==> config.mk <==
export PLATFORM = sky130hd
export DESIGN_NAME = tcp_buf_wr_arbiter
export DESIGN_NICKNAME = d
export VERILOG_FILES = /design/src/rtl/tcp_buf_pkg.sv /design/src/rtl/tcp_rr_arb2.sv /design/src/rtl/tcp_buf_wr_arbiter.sv
export SDC_FILE = /design/constraint.sdc
export NUM_CORES = 1
export LEC_CHECK = 0
export CORE_AREA = 5 5 612 614
export CTS_CLUSTER_DIAMETER = 100
export DETAILED_ROUTE_END_ITERATION = 16
export DIE_AREA = 0 0 617 619
export REMOVE_ABC_BUFFERS = 1
export SETUP_SLACK_MARGIN = 0.2
export SYNTH_ARGS = -nofsm -noshare
export SYNTH_HDL_FRONTEND = slang
export SYNTH_SLANG_ARGS = --single-unit
==> constraint.sdc <==
create_clock -name clk -period 9.2 [get_ports clk]
set_clock_uncertainty 0.2 [all_clocks]
set_input_delay 0.92 -clock clk [delete_from_list [all_inputs] [get_ports clk]]
set_output_delay 0.92 -clock clk [all_outputs]
set_load 0.05 [all_outputs]
==> src/rtl/tcp_buf_pkg.sv <==
// Shared defaults and state encoding for the TCP payload buffer write arbiter.
package tcp_buf_pkg;

  localparam int DATA_BITS_DEF = 512;
  localparam int MEM_DEPTH_DEF = 1024;
  localparam int LEN_BITS_DEF  = 11;

  typedef enum logic [1:0] {
    ST_IDLE = 2'd0,
    ST_XFER = 2'd1,
    ST_DONE = 2'd2
  } state_e;

endpackage

==> src/rtl/tcp_rr_arb2.sv <==
// Two-way round-robin pick over an eligibility mask; only the pointer is stored.
module tcp_rr_arb2 (
  input  logic       clk,
  input  logic       resetn,
  input  logic [1:0] elig,
  input  logic       upd,
  input  logic       upd_owner,
  output logic [1:0] pick
);

  logic ptr_q, ptr_d;

  // After a burst the pointer favours whoever did not just own the buffer.
  always_comb begin
    ptr_d = ptr_q;
    if (upd) ptr_d = ~upd_owner;
  end

  always_ff @(posedge clk or negedge resetn) begin
    if (!resetn) ptr_q <= 1'b0;
    else         ptr_q <= ptr_d;
  end

  always_comb begin
    pick = 2'b00;
    case (elig)
      2'b01:   pick = 2'b01;
      2'b10:   pick = 2'b10;
      2'b11:   pick = ptr_q ? 2'b10 : 2'b01;
      default: pick = 2'b00;
    endcase
  end

endmodule

==> src/rtl/tcp_buf_wr_arbiter.sv <==
// Burst-granular write arbiter for the shared TCP payload buffer (0 = RX, 1 = app TX).
// state   | meaning
// IDLE    | waiting for an eligible request or a zero-length request
// XFER    | granted requester streams beats into the buffer
// DONE    | done pulse, grant released, back to IDLE next cycle
module tcp_buf_wr_arbiter
  import tcp_buf_pkg::*;
#(
  parameter int DATA_BITS = DATA_BITS_DEF,
  parameter int MEM_DEPTH = MEM_DEPTH_DEF,
  parameter int LEN_BITS  = LEN_BITS_DEF
) (
  input  logic                 clk,
  input  logic                 resetn,
  input  logic                 req0,
  input  logic                 req1,
  input  logic [LEN_BITS-1:0]  len0,
  input  logic [LEN_BITS-1:0]  len1,
  input  logic                 valid0,
  input  logic                 valid1,
  input  logic [DATA_BITS-1:0] data0,
  input  logic [DATA_BITS-1:0] data1,
  output logic                 ready0,
  output logic                 ready1,
  output logic                 done0,
  output logic                 done1,
  output logic [1:0]           grant,
  output logic                 buf_wr_en,
  output logic [DATA_BITS-1:0] buf_wr_data,
  input  logic                 rel_valid,
  input  logic [LEN_BITS-1:0]  rel_cnt,
  output logic [LEN_BITS-1:0]  free_cnt,
  output logic                 busy,
  output logic                 err
);

  localparam logic [LEN_BITS-1:0] DEPTH_L = LEN_BITS'(MEM_DEPTH);

  state_e               state_q, state_d;
  logic [1:0]           grant_q, grant_d, done_q, done_d;
  logic [LEN_BITS-1:0]  remaining_q, remaining_d;
  logic [LEN_BITS-1:0]  reserved_q, reserved_d;
  logic [LEN_BITS-1:0]  free_cnt_q, free_cnt_d;
  logic                 err_q, err_d, wr_en_q, wr_en_d;
  logic [DATA_BITS-1:0] wr_data_q, wr_data_d;

  logic [1:0]          req, zero_len, over_len, elig, arb_elig, pick, ready;
  logic                beat, last_beat;
  logic [LEN_BITS-1:0] grant_len;
  logic [LEN_BITS:0]   resv_sum;

  assign req = {req1, req0};

  // Zero-length requests are answered directly and take precedence over arbitration.
  always_comb begin
    zero_len = req & {len1 == '0, len0 == '0};
    over_len = req & {len1 > DEPTH_L, len0 > DEPTH_L};
    elig     = req & ~zero_len & {len1 <= free_cnt_q, len0 <= free_cnt_q};
    arb_elig = (state_q == ST_IDLE && zero_len == 2'b00) ? elig : 2'b00;
  end

  tcp_rr_arb2 u_rr (
    .clk       (clk),
    .resetn    (resetn),
    .elig      (arb_elig),
    .upd       (last_beat),
    .upd_owner (grant_q[1]),
    .pick      (pick)
  );

  always_ff @(posedge clk or negedge resetn) begin
    if (!resetn) begin
      state_q     <= ST_IDLE;
      grant_q     <= 2'b00;
      done_q      <= 2'b00;
      remaining_q <= '0;
      reserved_q  <= '0;
      free_cnt_q  <= DEPTH_L;
      err_q       <= 1'b0;
      wr_en_q     <= 1'b0;
      wr_data_q   <= '0;
    end else begin
      state_q     <= state_d;
      grant_q     <= grant_d;
      done_q      <= done_d;
      remaining_q <= remaining_d;
      reserved_q  <= reserved_d;
      free_cnt_q  <= free_cnt_d;
      err_q       <= err_d;
      wr_en_q     <= wr_en_d;
      wr_data_q   <= wr_data_d;
    end
  end

  always_comb begin
    beat      = |({valid1, valid0} & ready);
    last_beat = beat && (remaining_q == LEN_BITS'(1));
  end

  always_comb begin
    state_d     = state_q;
    grant_d     = grant_q;
    done_d      = 2'b00;
    remaining_d = remaining_q;
    grant_len   = '0;
    err_d       = err_q | (state_q == ST_IDLE && over_len != 2'b00);
    wr_en_d     = beat;
    wr_data_d   = wr_data_q;
    if (beat) wr_data_d = grant_q[1] ? data1 : data0;

    case (state_q)
      ST_IDLE: begin
        if (zero_len != 2'b00) begin
          done_d  = zero_len;
          state_d = ST_DONE;
        end else if (pick != 2'b00) begin
          grant_d     = pick;
          grant_len   = pick[1] ? len1 : len0;
          remaining_d = grant_len;
          state_d     = ST_XFER;
        end
      end
      ST_XFER: begin
        if (beat) begin
          remaining_d = remaining_q - LEN_BITS'(1);
          if (last_beat) begin
            done_d  = grant_q;
            grant_d = 2'b00;
            state_d = ST_DONE;
          end
        end
      end
      ST_DONE: state_d = ST_IDLE;
      default: state_d = ST_IDLE;
    endcase

    // Grant reservation and consumer release net in one step; underflow clamps.
    resv_sum   = {1'b0, reserved_q} + {1'b0, grant_len};
    reserved_d = resv_sum[LEN_BITS-1:0];
    if (rel_valid) begin
      if ({1'b0, rel_cnt} > resv_sum) begin
        reserved_d = '0;
        err_d      = 1'b1;
      end else begin
        reserved_d = LEN_BITS'(resv_sum - {1'b0, rel_cnt});
      end
    end
    free_cnt_d = DEPTH_L - reserved_d;
  end

  always_comb begin
    ready = 2'b00;
    if (state_q == ST_XFER) ready = grant_q;
  end

  assign ready0      = ready[0];
  assign ready1      = ready[1];
  assign done0       = done_q[0];
  assign done1       = done_q[1];
  assign grant       = grant_q;
  assign buf_wr_en   = wr_en_q;
  assign buf_wr_data = wr_data_q;
  assign free_cnt    = free_cnt_q;
  assign busy        = (state_q != ST_IDLE);
  assign err         = err_q;

endmodule

==> impl_metrics.toml, run 1 <==
[worst_setup_path]
cp_data_arrival_time_ns = 8.30
cp_required_ns = 9.73
cpLargestDelayFamily = "compound AO/OA/AOI/OAI gates"
crit_path_frequent_cell = "ha_1"
critical_path_class = "input pin to flop"
critical_path_buf_inv_count = 3
critPathLaunchType = "input pin"
rrSetupSlack_ns = 1.57
crit_path_top_delay_cell = "clkdlybuf4s50_1"
worstSetupEndpointType = "flop"
cp_slowest_stage_delay_ns = 0.55
crit_fanout = 12

[sta]
slew_headroom_pct = 20.8
setup_tns_ns = 0
final_hold_viol_count = 0
final-setup-viol-count = 0
min_period_over_period_pct = 84.4
min_period_ns = 7.77
grt_setup_unrepaired = "no"
timing.final.max_slew_violations = 0
timing_worst_slew_pin_value_ns = 1.18
fmax_mhz = 129

[drt]
viasPerCell = 3.09
detail-route-antenna-nets = 0
vias = 28500
routed_wl_mm = 297
detail_route.drc_violations = 0
first_pass_iters = 6
wl_per_cell_um = 32.3
detail_route.iter0.violations = 2075

[clock_tree]
maximum_level_of_the_cts_h_tree = 3
tritoncts.num_buffers = 84
post_cts_resize_count = 0
tritoncts = "done"
cts_num_sinks = 553
worst_setup_hold_path_clk_slew_ns = 0.06
clk-insertion-delay-late_ns = 0.81
cts_max_path_buffers = 4
clk_root_buffer_cell = "clkbuf_16"

[yosys]
avgSynthCellArea_um2 = 10.1
portion_of_the_post_synthesis_area_used_by_sequential_elements_pct = 50.7
postSynth.asyncResetShare_pct = 100
synth.ff_latch_count = 553
synth_ff_type = "dfrtp_1"
synth-edff-count = 0
ys_warn_count = 0
synth_cell_type_count = 76
synth_area_um2 = 27300
synthCells = 2704

[floorplanning]
row_count = 223
floorplan.io_pins = 1596
die-height_um = 619
dieArea_um2 = 382000
die_width_um = 617
floorplan.initialDensity_pct = 7.41
core_area_um2 = 368000

[power_and_ir_drop]
p_total_mw = 19.3
cellLeakagePower_nw = 20.9
peakVddDrop_uv = 228
pwr_density_cell_nw_per_um2 = 373

[grt]
globalRouteTotalUtil_pct = 14.8
via_count_of_the_first_global_routing_pass = 26800
grt_max_degree = 220
globalRouteOverflowTotal = 0
grt_antenna_before_repair = 401
grt_pass1_wl_mm = 351

[final_layout]
flow.area_growth_from_synthesis_pct = 89.3
layout.filler_cells = 41600
most_common_library_cell_in_the_layout_ignoring_fill_and_taps = "clkdlybuf4s50_1"
layout.cell_area.non_filler_um2 = 51700
post_route_cells_drive_above_1_share_pct = 4.92
final_cell_mix = "clkdlybuf4s50_1, dfrtp_1, nand2_1"
layout.nets = 5357

[hold_path]
min-delay-path-class = "flop to flop"

[run]
max_cap_viols = 0

[placed_design]
placement.io_buffers = 1595
post_dp_cell_area_um2 = 48800
detailedPlacementHpwl_mm = 267
weighted_congestion_reported_at_the_end_of_routability_driven_placement = 0.955

[status]
status = "complete, no violations"
[flip-flops by register name, summed over array words and instances (netlist names), 2 cells and up]
signal	flops
remaining_q	11
reserved_q	10
done_q	2
state_q	2
buf_wr_data	512
free_cnt	11
grant	2
[timing repair]
| item | CTS | global route |
|---|---|---|
| setup buffers | 0 | 0 |
| hold buffers | 1 | 0 |
| endpoints found under the hold margin | 60 | 0 |
[layer usage]
metal | share of wire [%] | vias up | track usage, %
met2 | 49 | 1767 | 26.4
li1 | - | 12600 | -
met3 | 14 | 972 | 9.74
met4 | 4.0 | 256 | 4.10
met1 | 32 | 12900 | 13.8
met5 | 0.59 | - | 0
[kinds of logic after synthesis]
group	synth area share [%]
adders and majority gates	2.76
muxes	19.2
xor gates and xnor gates	0.546
buffers and inverters	3.54
AOI/OAI and AO/OA	13.3
and+or+nand+nor	9.95
DFF	50.7
[worst paths after layout]
kind / from / endpoint / depth (start not counted)
min: err / err / 1
min reg2reg: err / err / 1
max in group asynchronous: resetn / buf_wr_data[391] / 4
max: len1[10] / free_cnt[10] / 29
max reg2reg: free_cnt[10] / free_cnt[10] / 29
min in group asynchronous: resetn / buf_wr_data[490] / 2
[final cells by class]
type	instances	area (um2)	share of cell area, %
Multi-Input combinational cell	1915	12500	24.2
Inverter	56	210	0.407
Clock inverter	41	444	0.860
Antenna cell	69	173	0.334
Tap cell	4837	6050	11.7
Sequential cell	553	13800	26.8
Timing Repair Buffer	1624	16200	31.4
Clock buffer	102	2230	4.32
[power by group]
group	leakage [nW]	switching, mW	internal [mW]	total (mW)
registers	6.95	0.649	3.56	4.21
logic	12.6	7.97	3.83	11.8
clock network	1.32	1.39	1.88	3.27
[synth_stat cells (5+ instances only)]
cell type	instances	share of area (%)
nor2b_1	6	0.14
o21ai_0	526	9.7
a21boi_0	6	0.17
o21a_1	11	0.30
buf_2	52	0.95
xnor2_1	10	0.32
dfrtp_1	552	51
a211oi_1	5	0.14
nand3_1	26	0.48
clkbuf_1	122	1.7
a21o_1	12	0.33
nand4_1	9	0.21
nor2_1	38	0.52
inv_1	54	0.74
nor3_1	10	0.18
xor2_1	7	0.22
nor4_1	6	0.14
ha_1	57	2.6
nand2_1	543	7.5
a21oi_1	29	0.53
a22oi_1	8	0.22
or3_1	6	0.14
mux2i_1	522	19
[through the flow]
| stage | util, % | cells | hold WS [ns] | setup slack [ns] |
|---|---|---|---|---|
| floorplan | - | 2524 | 0.275 | -22.38 |
| finish | 14.0 | 9197 | 0.274 | 1.43 |
| detailed placement | 13.3 | 8984 | 0.259 | 0.608 |
| global route | 14.0 | 9164 | 0.285 | 1.06 |
| global placement | 13.3 | 8984 | 0.260 | 0.728 |
| CTS | 14.0 | 9128 | 0.276 | 1.52 |
No activity file was read; power rests on OpenSTA's default activity.
==> inputs of run 2 (changes only) <==
clock period = 7.3 ns   (was 9.2 ns; I/O delays follow)
==> run 2 against run 1 <==
Net effect:
- critical path type unchanged
- clock power up 26%
- count of clock-buffer cells in the layout up 8
- first-iteration DRC count down 9.2%
- design area up 1.3%
- non-clock buffer count up 75
- global-route usage about the same
- via count up 1.1%
- total power up 28%
- routed wire length about the same
- critical path depth up 2
- final cell count up 0.92%
- utilization up 0.18 points
==> impl_metrics.toml, run 2 (same netlist as run 1, synthesis figures left out) <==
[power_and_ir_drop]
p_total_mw = 24.6
cellLeakagePower_nw = 21.2
pwr_density_cell_nw_per_um2 = 471
peakVddDrop_uv = 203

[clock_tree]
tritoncts.num_buffers = 82
clk_root_buffer_cell = "clkbuf_16"
clk-insertion-delay-late_ns = 0.76
tritoncts = "done"
cts_num_sinks = 553
worst_setup_hold_path_clk_slew_ns = 0.06
cts_max_path_buffers = 4
maximum_level_of_the_cts_h_tree = 3

[placed_design]
weighted_congestion_reported_at_the_end_of_routability_driven_placement = 0.960
post_dp_cell_area_um2 = 49400
placement.io_buffers = 1595
pre_cts_slack_ns = -0.571
detailedPlacementHpwl_mm = 267

[grt]
grt-busiest-layer = "met2"
grt_max_degree = 206
grt_pass1_wl_mm = 352
globalRouteTotalUtil_pct = 14.8
grt_antenna_before_repair = 403
grt.met2_usage_pct = 26.3
via_count_of_the_first_global_routing_pass = 27200
gr-usage-met1_pct = 14.6
globalRouteOverflowTotal = 0
global_route.usage.met3_pct = 8.34

[worst_setup_path]
worstSetupEndpointType = "flop"
crit_fanout = 6
cp_required_ns = 7.79
cp_data_arrival_time_ns = 7.32
cp_slowest_stage_delay_ns = 0.53
critPathLaunchType = "input pin"
crit_path_top_delay_cell = "clkdlybuf4s50_1"
critical_path_class = "input pin to flop"

[sta]
timing.final.max_slew_violations = 0
min_period_ns = 6.83
fmax_mhz = 146
final_hold_viol_count = 0
final-setup-viol-count = 0
timing_worst_slew_pin_value_ns = 1.13
slew_headroom_pct = 24.5
setup_tns_ns = 0
min_period_over_period_pct = 93.5
grt_setup_unrepaired = "no"
final_ws_setup_ns = 0.472

[drt]
detail_route.iter0.violations = 1885
routed_wl_mm = 297
first_pass_iters = 5
detail_route.drc_violations = 0
vias = 28800
wl_per_cell_um = 32.0
detail-route-antenna-nets = 0
viasPerCell = 3.10

[run]
max_cap_viols = 0

[floorplanning]
floorplan.io_pins = 1596
row_count = 223
core_area_um2 = 368000
die_width_um = 617
die-height_um = 619
floorplan.initialDensity_pct = 7.41
dieArea_um2 = 382000

[final_layout]
largest_register_ffs = 512
post_route_cells_drive_above_1_share_pct = 6.53
flow.area_growth_from_synthesis_pct = 91.8
final_cell_mix = "clkdlybuf4s50_1, dfrtp_1, nand2_1"
layout.cell_area.non_filler_um2 = 52300
layout.nets = 5430
layout.filler_cells = 41600
post-route-util_pct = 14.2
most_common_library_cell_in_the_layout_ignoring_fill_and_taps = "clkdlybuf4s50_1"

[status]
status = "complete, no violations"

[hold_path]
min-delay-path-class = "flop to flop"
[run 2: final timing paths]
| path | from | to | slack (ns) | cells after the start |
|---|---|---|---|---|
| setup / recovery | len0[9] | free_cnt[10] | 0.47 | 31 |
| hold / removal | buf_wr_data[401] | buf_wr_data[401] | 0.27 | 2 |
| setup reg to reg | free_cnt[10] | free_cnt[10] | 0.55 | 31 |
| hold reg to reg | buf_wr_data[401] | buf_wr_data[401] | 0.27 | 2 |
| max in group asynchronous | resetn | buf_wr_data[87] | 5.00 | 4 |
| min in group asynchronous | resetn | buf_wr_data[4] | 0.38 | 2 |
[run 2: cell type report]
type                            count  area, um2  share of cell area, %
Timing Repair Buffer             1699      16800                   32.1
Sequential cell                   553      13800                   26.5
Multi-Input combinational cell   1915      12500                   23.9
Tap cell                         4837       6050                   11.6
Clock buffer                      110       2300                   4.39
Clock inverter                     34        387                  0.739
Inverter                           56        210                  0.402
Antenna cell                       78        195                  0.373
[run 2: power breakdown]
group / total, mW / internal (mW) / switching (mW)
logic: 15.2 / 5.12 / 10.1
clock network: 4.12 / 2.40 / 1.72
registers: 5.31 / 4.48 / 0.832
total: 24.6 / 12.0 / 12.6
[run 2: layer usage]
metal	wire, um	part of all wire [%]	up-vias
li1	-	-	12700
met1	100000	34	13200
met2	147000	50	1728
met3	36400	12	897
met4	11300	3.8	218
met5	1460	0.49	-
[run 2: metrics by stage]
| step | instances | hold WS, ns |
|---|---|---|
| 3_3_place_gp | 9058 | 0.260 |
| 5_1_grt | 9247 | 0.282 |
| 2_1_floorplan | 2524 | 0.234 |
| 3_5_place_dp | 9058 | 0.269 |
| 6_report | 9282 | 0.275 |
| 4_1_cts | 9203 | 0.214 |
[run 2: what timing repair did]
item                                    in CTS  in global routing
endpoints found under the setup margin       0                  3
hold endpoints to repair                    54                  0
gates resized for setup                      0                 10
hold buffers                                 1                  0
setup buffers                                0                  1
[run 2: critical path: cells and delay by family]
family | cells | cell delay (ns)
compound gates | 12 | 2.50
fa+ha+maj | 5 | 1.49
simple gates | 9 | 1.23
buf+inv | 2 | 0.66
xor+xnor | 2 | 0.43
mux | 1 | 0.24
==> inputs of run 3 (changes only) <==
CTS_CLUSTER_DIAMETER = default   (was 100)
==> run 3 against run 2 <==
Net effect:
- global-route usage hardly changed
- combinational power hardly changed
- largest cell class unchanged
- largest power group unchanged
- worst hold slack worse by 0.00071 ns
- maximum frequency is 0.50% higher
==> impl_metrics.toml, run 3 (same netlist as run 1, synthesis figures left out) <==
[status]
status = "complete, no violations"

[drt]
viasPerCell = 3.10
routed_wl_mm = 297
vias = 28700
detail_route.iter0.violations = 2034
detail-route-antenna-nets = 0
wl_per_cell_um = 32.1
first_pass_iters = 5
detail_route.drc_violations = 0

[sta]
timing.final.max_slew_violations = 0
final-setup-viol-count = 0
grt_setup_unrepaired = "no"
timing_worst_slew_pin_value_ns = 1.13
min_period_ns = 6.79
fmax_mhz = 147
final_hold_viol_count = 0
slew_headroom_pct = 24.2
min_period_over_period_pct = 93.1

[placed_design]
detailedPlacementHpwl_mm = 267
weighted_congestion_reported_at_the_end_of_routability_driven_placement = 0.960
post_dp_cell_area_um2 = 49400
placement.io_buffers = 1595

[grt]
via_count_of_the_first_global_routing_pass = 27200
global_route.usage.met3_pct = 8.75
grt_antenna_before_repair = 404
grt.met2_usage_pct = 26.5
gr-usage-met1_pct = 14.4
globalRouteTotalUtil_pct = 14.8
grt_max_degree = 206
grt_pass1_wl_mm = 353
grt-busiest-layer = "met2"
globalRouteOverflowTotal = 0

[final_layout]
post-route-util_pct = 14.2
largest_register_ffs = 512
most_common_library_cell_in_the_layout_ignoring_fill_and_taps = "clkdlybuf4s50_1"
post_route_cells_drive_above_1_share_pct = 6.24
layout.nets = 5428
layout.cell_area.non_filler_um2 = 52200
ff_latch_area_um2 = 13800
layout.filler_cells = 41600
multi_input_area_um2 = 12500
flow.area_growth_from_synthesis_pct = 91.2
final_cell_mix = "clkdlybuf4s50_1, dfrtp_1, nand2_1"

[clock_tree]
tritoncts = "done"
clk-insertion-delay-late_ns = 0.80
worst_setup_hold_path_clk_slew_ns = 0.06
cts_max_path_buffers = 4
maximum_level_of_the_cts_h_tree = 3
clk_root_buffer_cell = "clkbuf_16"
cts_num_sinks = 553
tritoncts.num_buffers = 80

[worst_setup_path]
critPathLaunchType = "input pin"
worstSetupEndpointType = "flop"
cp_slowest_stage_delay_ns = 0.52
cp_data_arrival_time_ns = 7.32
critical_path_class = "input pin to flop"
cp_required_ns = 7.83
crit_path_top_delay_cell = "clkdlybuf4s50_1"
crit_fanout = 4

[power_and_ir_drop]
p_total_mw = 24.6
pwr_density_cell_nw_per_um2 = 471
cellLeakagePower_nw = 21.2
peakVddDrop_uv = 201

[floorplanning]
die_width_um = 617
floorplan.initialDensity_pct = 7.41
row_count = 223
die-height_um = 619
core_area_um2 = 368000
dieArea_um2 = 382000
floorplan.io_pins = 1596

[run]
max_cap_viols = 0

[hold_path]
min-delay-path-class = "flop to flop"
run 3: cell count changes in the layout (fill, tap and decap cells not counted), sizes merged:
cell / delta
clkinv: -2
inv: -4
bufinv: +1
clkbuf: -5
diode: -16
run 3: area by class of cell:
| class | instances | area share [%] |
|---|---|---|
| clock inverters | 29 | 0.746 |
| flip-flops and latches | 553 | 26.5 |
| multi-input cells | 1915 | 24.0 |
| inverters | 56 | 0.403 |
| well taps | 4837 | 11.6 |
| clock buffers | 105 | 4.17 |
| diodes | 62 | 0.297 |
| repair buffers | 1699 | 32.2 |
run 3: report_power, final:
group          internal [mW]  leakage, nW  switching [mW]  total, mW
Combinational           5.12         13.0            10.1       15.2
Sequential              4.48         6.95           0.830       5.31
Clock                   2.32         1.24            1.73       4.05
Total                   11.9         21.2            12.7       24.6
run 3: stage by stage:
stage / setup TNS, ns / setup slack (ns) / cells / hold slack [ns]
6_report: 0 / 0.506 / 9256 / 0.274
3_3_place_gp: -1.38 / -0.564 / 9058 / 0.260
3_5_place_dp: -1.41 / -0.571 / 9058 / 0.269
4_1_cts: 0 / 0.232 / 9193 / 0.191
2_1_floorplan: - / -24.28 / 2524 / 0.234
5_1_grt: 0 / 0.186 / 9226 / 0.255
run 3: repair_timing:
action | 4_1_cts | 5_1_grt
hold buffers | 1 | 0
setup buffers | 0 | 1
resized for setup | 0 | 10
setup endpoints to repair | 0 | 3
hold endpoints to repair | 54 | 0
run 3: final timing paths:
path	startpoint	to	slack, ns	depth (start not counted)
min	buf_wr_data[329]	buf_wr_data[329]	0.27	2
max reg2reg	free_cnt[10]	free_cnt[10]	0.53	31
min reg2reg	buf_wr_data[329]	buf_wr_data[329]	0.27	2
max in group asynchronous	resetn	buf_wr_data[87]	5.00	4
min in group asynchronous	resetn	buf_wr_data[76]	0.35	2
max	len0[9]	free_cnt[10]	0.51	31
run 3: worst max-delay path, delay by kind of cell:
kind,cells,cell delay (ns)
AO/OA/AOI/OAI,12,2.53
XOR/XNOR,2,0.43
adder cells (fa/ha/maj),5,1.49
buffers and inverters,2,0.64
multiplexers,1,0.24
AND/OR/NAND/NOR,9,1.23
run 3: routing by layer:
| metal | up-vias | wire, um | part of all wire [%] |
|---|---|---|---|
| li1 | 12700 | - | - |
| met1 | 13100 | 99400 | 33 |
| met2 | 1739 | 147000 | 49 |
| met3 | 919 | 37900 | 13 |
| met4 | 218 | 11700 | 3.9 |
| met5 | - | 1460 | 0.49 |
